**config.mk**
```make
export PLATFORM = sky130hd
export DESIGN_NAME = rx_limites_faixa
export DESIGN_NICKNAME = d
export VERILOG_FILES = /design/src/rtl/rx_limites_faixa.sv
export SDC_FILE = /design/constraint.sdc
export NUM_CORES = 1
export LEC_CHECK = 0
export BUFFER_PORTS_ARGS = -buffer_cell sky130_fd_sc_hd__buf_2
export CAP_MARGIN = 20
export CORE_MARGIN = 3
export CORE_UTILIZATION = 40
export DETAILED_ROUTE_END_ITERATION = 7
export HOLD_SLACK_MARGIN = 0.02
export PLACE_DENSITY = 0.69
export SLEW_MARGIN = 20
export SYNTH_ARGS = -nofsm -noshare
export SYNTH_HDL_FRONTEND = slang
export SYNTH_SLANG_ARGS = --single-unit
```
**constraint.sdc**
```tcl
create_clock -name clock -period 3.35 [get_ports clock]
set_input_delay 0 -clock clock [delete_from_list [all_inputs] [get_ports clock]]
set_output_delay 0 -clock clock [all_outputs]
set_load 0.01 [all_outputs]
```
**src/rtl/rx_limites_faixa.sv**
```systemverilog
// rtl/rx_limites_faixa.sv - serial 7E1 receiver and parser for BCD range limits
// Accepts "LLLUUU#" commands and commits lowerL/upperL only when lower <= upper.
module rx_limites_faixa #(
  parameter int          CLKS_PER_BIT = 434,
  parameter logic [11:0] LOWER_RESET  = 12'h010,
  parameter logic [11:0] UPPER_RESET  = 12'h020
) (
  input  logic        clock,
  input  logic        reset,
  input  logic        rx,
  output logic [11:0] lowerL,
  output logic [11:0] upperL,
  output logic        novos_limites,
  output logic        erro,
  output logic        ocupado,
  output logic [3:0]  db_estado
);

  localparam int CW = $clog2(CLKS_PER_BIT);
  localparam logic [CW-1:0] HALF_LAST = CW'(CLKS_PER_BIT / 2 - 1);
  localparam logic [CW-1:0] BIT_LAST  = CW'(CLKS_PER_BIT - 1);

  typedef enum logic [1:0] {R_IDLE, R_START, R_BITS} rx_state_t;
  typedef enum logic [3:0] {
    INICIAL     = 4'd0,
    RECEBE      = 4'd1,
    ESPERA_HASH = 4'd2,
    ATUALIZA    = 4'd3,
    DESCARTA    = 4'd4
  } p_state_t;

  rx_state_t r_state, r_next;
  p_state_t  p_state, p_next;

  logic          rx_meta, rx_s, rx_prev;
  logic [CW-1:0] cnt;
  logic [3:0]    bit_idx;
  logic [7:0]    sh;
  logic          byte_ok, perr, ferr;
  logic [6:0]    rx_byte;
  logic          half_done, bit_done;

  assign half_done = (cnt == HALF_LAST);
  assign bit_done  = (cnt == BIT_LAST);

  always_comb begin
    r_next = r_state;
    case (r_state)
      R_IDLE:  if (rx_prev && !rx_s) r_next = R_START;
      R_START: if (half_done) r_next = rx_s ? R_IDLE : R_BITS;
      R_BITS:  if (bit_done && bit_idx == 4'd8) r_next = R_IDLE;
      default: r_next = R_IDLE;
    endcase
  end

  // Synchronizer clears low so a line held low across reset is not seen as a new start edge.
  always_ff @(posedge clock or posedge reset) begin
    if (reset) begin
      rx_meta <= 1'b0;
      rx_s    <= 1'b0;
      rx_prev <= 1'b0;
      r_state <= R_IDLE;
      cnt     <= '0;
      bit_idx <= '0;
      sh      <= '0;
      byte_ok <= 1'b0;
      perr    <= 1'b0;
      ferr    <= 1'b0;
      rx_byte <= '0;
    end else begin
      rx_meta <= rx;
      rx_s    <= rx_meta;
      rx_prev <= rx_s;
      r_state <= r_next;
      byte_ok <= 1'b0;
      case (r_state)
        R_START: cnt <= half_done ? '0 : cnt + 1'b1;
        R_BITS: begin
          if (bit_done) begin
            cnt     <= '0;
            bit_idx <= bit_idx + 1'b1;
            if (bit_idx == 4'd8) begin
              byte_ok <= 1'b1;
              rx_byte <= sh[6:0];
              perr    <= ^sh;
              ferr    <= !rx_s;
            end else begin
              sh <= {rx_s, sh[7:1]};
            end
          end else begin
            cnt <= cnt + 1'b1;
          end
        end
        default: begin
          cnt     <= '0;
          bit_idx <= '0;
        end
      endcase
    end
  end

  logic        good, is_digit, is_hash;
  logic [23:0] stage;
  logic [2:0]  k, k_next;
  logic        shift_en, load_en, erro_next, novos_next;

  assign good     = byte_ok && !perr && !ferr;
  assign is_digit = good && (rx_byte >= 7'h30) && (rx_byte <= 7'h39);
  assign is_hash  = good && (rx_byte == 7'h23);

  always_comb begin
    p_next     = p_state;
    k_next     = k;
    shift_en   = 1'b0;
    load_en    = 1'b0;
    erro_next  = 1'b0;
    novos_next = 1'b0;
    case (p_state)
      INICIAL: if (byte_ok) begin
        if (is_digit) begin
          shift_en = 1'b1;
          k_next   = 3'd1;
          p_next   = RECEBE;
        end else if (!is_hash) begin
          erro_next = 1'b1;
          p_next    = DESCARTA;
        end
      end
      RECEBE: if (byte_ok) begin
        if (is_digit) begin
          shift_en = 1'b1;
          k_next   = k + 1'b1;
          if (k == 3'd5) p_next = ESPERA_HASH;
        end else begin
          erro_next = 1'b1;
          k_next    = 3'd0;
          p_next    = is_hash ? INICIAL : DESCARTA;
        end
      end
      ESPERA_HASH: if (byte_ok) begin
        k_next = 3'd0;
        if (is_hash) p_next = ATUALIZA;
        else begin
          erro_next = 1'b1;
          p_next    = DESCARTA;
        end
      end
      ATUALIZA: begin
        // Plain binary compare is valid on BCD since every nibble is 0..9.
        if (stage[23:12] <= stage[11:0]) begin
          load_en    = 1'b1;
          novos_next = 1'b1;
        end else begin
          erro_next = 1'b1;
        end
        k_next = 3'd0;
        p_next = INICIAL;
      end
      DESCARTA: if (is_hash) p_next = INICIAL;
      default: p_next = INICIAL;
    endcase
  end

  always_ff @(posedge clock or posedge reset) begin
    if (reset) begin
      p_state       <= INICIAL;
      k             <= '0;
      stage         <= '0;
      lowerL        <= LOWER_RESET;
      upperL        <= UPPER_RESET;
      novos_limites <= 1'b0;
      erro          <= 1'b0;
    end else begin
      p_state       <= p_next;
      k             <= k_next;
      novos_limites <= novos_next;
      erro          <= erro_next;
      if (shift_en) stage <= {stage[19:0], rx_byte[3:0]};
      if (load_en) begin
        lowerL <= stage[23:12];
        upperL <= stage[11:0];
      end
    end
  end

  assign ocupado   = (p_state != INICIAL);
  assign db_estado = p_state;

endmodule

```
==> flow_metrics.env <==
export IMPL_status="finished clean"
export IMPL_peakVddDrop_v=0.000274
export IMPL_routed_wl_mm=11.4
export IMPL_cpLargestDelayFamily="simple AND/OR/NAND/NOR gates"
export IMPL_ys_ff_latch=92
export IMPL_die_y_um=119
export IMPL_p_sw_share_pct=24.2
export IMPL_worst_pin_slew_ns=0.955
export IMPL_synth_edf_count=0
export IMPL_worstPathMaxFanout=12
export IMPL_synth_area_per_cell_um2=9.22
export IMPL_cp_start_kind="register"
export IMPL_placementRows=40
export IMPL_synth_distinct_cells=59
export IMPL_crit_chain="inv_1 -> ha_1 -> nand4b_1 -> or4_4 -> nor4_4 -> mux2_2"
export IMPL_dr_pass1_iters=5
export IMPL_p_clk_share_pct=41.7
export IMPL_antenna_found_initial=0
export IMPL_root_buffer="clkbuf_16"
export IMPL_layout_nets=595
export IMPL_yosysWarnings=0
export IMPL_initial_core_util_pct=41.7
export IMPL_numClockSinks=92
export IMPL_htree_levels=3
export IMPL_setup_tns_ns=0
export IMPL_port_buffers=32
export IMPL_cts_tree="yes"
export IMPL_core_area_um2=12300
export IMPL_end_kind="register"
export IMPL_finalSetupViolCount=0
export IMPL_synth_top_cells_by_area="dfrtp_1 (44%), nand2_1 (7.3%), ha_1 (5.4%)"
export IMPL_synth_most_common_cell="nand2_1"
export IMPL_grt_remaining_overflow=0
export IMPL_p_seq_share_pct=50.1
export IMPL_async_flop_share_pct=100
export IMPL_r2r_end="rx_byte[4]"
export IMPL_diodes=0
export IMPL_arrival_ns=2.60
export IMPL_grt_max_degree=74
export IMPL_combPwrFrac_pct=8.2
export IMPL_grt_pass1_wl_mm=19.8
export IMPL_rsz0062_at_grt="no"
export IMPL_fin_util_pct=46.3
export IMPL_instances_no_fill=742
export IMPL_clkSlewWorstSetupHoldPaths_ns=0.06
export IMPL_ios=34
export IMPL_fp_dieW_um=119
export IMPL_p_int_mw=1.73
export IMPL_clk_path_buf_depth=2
export IMPL_grt_pass1_vias=4022
export IMPL_r2r_slack_ns=0.97
export IMPL_area_growth_pct=11.1
export IMPL_ant_nets=0
export IMPL_r2r_start="cnt[1]"
export IMPL_syn_num_nets=580
export IMPL_postCtsSetupBuffers=0
export IMPL_die_area_um2=14200
export IMPL_timing_final_crit_share_pct=71.0
export IMPL_cts_buffers=9
export IMPL_insertion_delay_ns=0.34
export IMPL_drc=0
export IMPL_hold_viol=0
export IMPL_wl_per_cell_um=15.4
export IMPL_routabilityCongestion=0.820
export IMPL_report_final_slew_viol_count=0
export IMPL_min_period_ns=2.38
export IMPL_relSlewSlack_pct=36.3
export IMPL_ys_seq_area_share_pct=45.1
export IMPL_worstSetupPathType="reg -> reg"
export IMPL_vias_per_cell=5.68
export IMPL_cp_slowest_cell="nor4_4"
export IMPL_slowest_delay_ns=0.63
export IMPL_syn_area_um2=5110
export IMPL_drv_cap=0
export IMPL_static_leakage_power_nw=2.55
export IMPL_required_ns=3.57
export IMPL_path_buf_inv=1
export IMPL_reg2reg_depth=6
export IMPL_syn_instance_count=555
export IMPL_hold_path_class="in -> async"
export IMPL_drive_gt1_share_pct=15.3
export IMPL_p_switching_mw=0.555
export IMPL_via_count=4214
export IMPL_finalPower_mw=2.29
export IMPL_fmax_mhz=420
export IMPL_grt_usage_pct=16.7
export IMPL_synth_top_cell_area_share_pct=44.0
export IMPL_synth_ff_type="dfrtp_1"
export IMPL_clock_skew_final_ns=0.00788
export IMPL_synth_common_cells="nand2_1 (99), dfrtp_1 (90), o21ai_0 (47), nand3_1 (34), clkbuf_1 (27)"
export IMPL_drt_iter0_drc=365
export IMPL_synth_top_cell_by_area="dfrtp_1"
export IMPL_post_dp_hpwl_mm=7.55
export IMPL_powerDensity_nw_per_um2=403
export IMPL_dp_cells=725
[sequential cells by signal, summed over array words and instances, names as in the netlist]
register / count
upperL: 12
novos_limites: 1
rx_s: 1
db_estado: 3
lowerL: 12
sh: 8
rx_byte: 7
k: 3
rx_meta: 1
cnt: 9
perr: 1
r_state: 2
bit_idx: 4
ferr: 1
stage: 24
rx_prev: 1
erro: 1
byte_ok: 1
[per-stage QoR]
step	setup WS [ns]	cell area (um2)	hold WS, ns
2_1_floorplan	0.961	5110	0.0314
3_3_place_gp	0.881	5390	0.109
3_5_place_dp	0.799	5390	0.111
4_1_cts	0.786	5680	0.287
5_1_grt	0.817	5680	0.308
6_report	0.970	5680	0.301
[layer usage]
metal / track usage [%] / vias to the layer above / part of all wire [%]
met4: 5.36 / 0 / 2.1
met5: 0 / - / 0
met3: 3.75 / 24 / 4.4
met1: 23.4 / 2068 / 48
met2: 25.6 / 102 / 46
li1: - / 2020 / -
[power groups by stage]
stage          sequential, mW  combinational [mW]  clock [mW]
2_1_floorplan            1.16               0.144           0
3_3_place_gp             1.17               0.178           0
3_5_place_dp             1.17               0.188           0
4_1_cts                  1.15               0.192       0.975
5_1_grt                  1.15               0.218        1.01
6_report                 1.15               0.187       0.954
[repair_timing]
| action | CTS | global route |
|---|---|---|
| hold endpoints to repair | 54 | 0 |
| hold buffers | 2 | 0 |
| gates resized for setup | 0 | 0 |
[how the worst max path moves through the flow]
| stage | startpoint | end | cells after the start |
|---|---|---|---|
| finish | cnt[1] | rx_byte[4] | 6 |
| global placement | stage[10] | erro | 6 |
| global route | cnt[1] | rx_byte[4] | 6 |
| CTS | stage[10] | upperL[3] | 7 |
| detailed placement | stage[10] | upperL[3] | 7 |
| floorplan | reset | bit_idx[0] | 1 |
[layout make-up]
| type | instances | area (um2) |
|---|---|---|
| multi-input combinational | 400 | 2560 |
| timing repair buffer | 43 | 248 |
| fill | 1172 | 6580 |
| sequential | 92 | 2300 |
| clock buffer | 13 | 260 |
| inverter | 24 | 92.6 |
| tap | 168 | 210 |
| clock inverter | 2 | 10.0 |
[worst min-delay path: cells and delay by family]
kind / cells / cell delay [ns]
buffers and inverters: 3 / 1.14
[cells by family (layout without fill, tap and decap cells)]
group,count (synthesis),count (layout),synth area share [%]
xor gates and xnor gates,14,14,2.40
AOI/OAI and AO/OA,134,134,16.6
muxes,18,18,4.28
DFF,92,92,45.1
other,1,1,0.0733
adders and majority gates,22,22,5.38
buffers and inverters,63,82,5.26
and+or+nand+nor,211,211,20.9
[cells in the final DEF (no fill, tap or decap), types with 4 or more instances in the layout]
master / count
ha_1: 22
a21oi_1: 11
or4_1: 24
clkbuf_16: 9
nand3_1: 34
nand2_1: 99
dfrtp_1: 90
nor2_1: 20
inv_1: 23
o211ai_1: 26
o21ai_0: 47
buf_4: 9
a31oi_1: 25
mux2_4: 5
nand4_1: 4
xnor2_1: 10
mux2_2: 11
buf_2: 32
xor2_1: 4
o21ai_1: 4
Note: power is estimated with default switching activity, not from simulation.
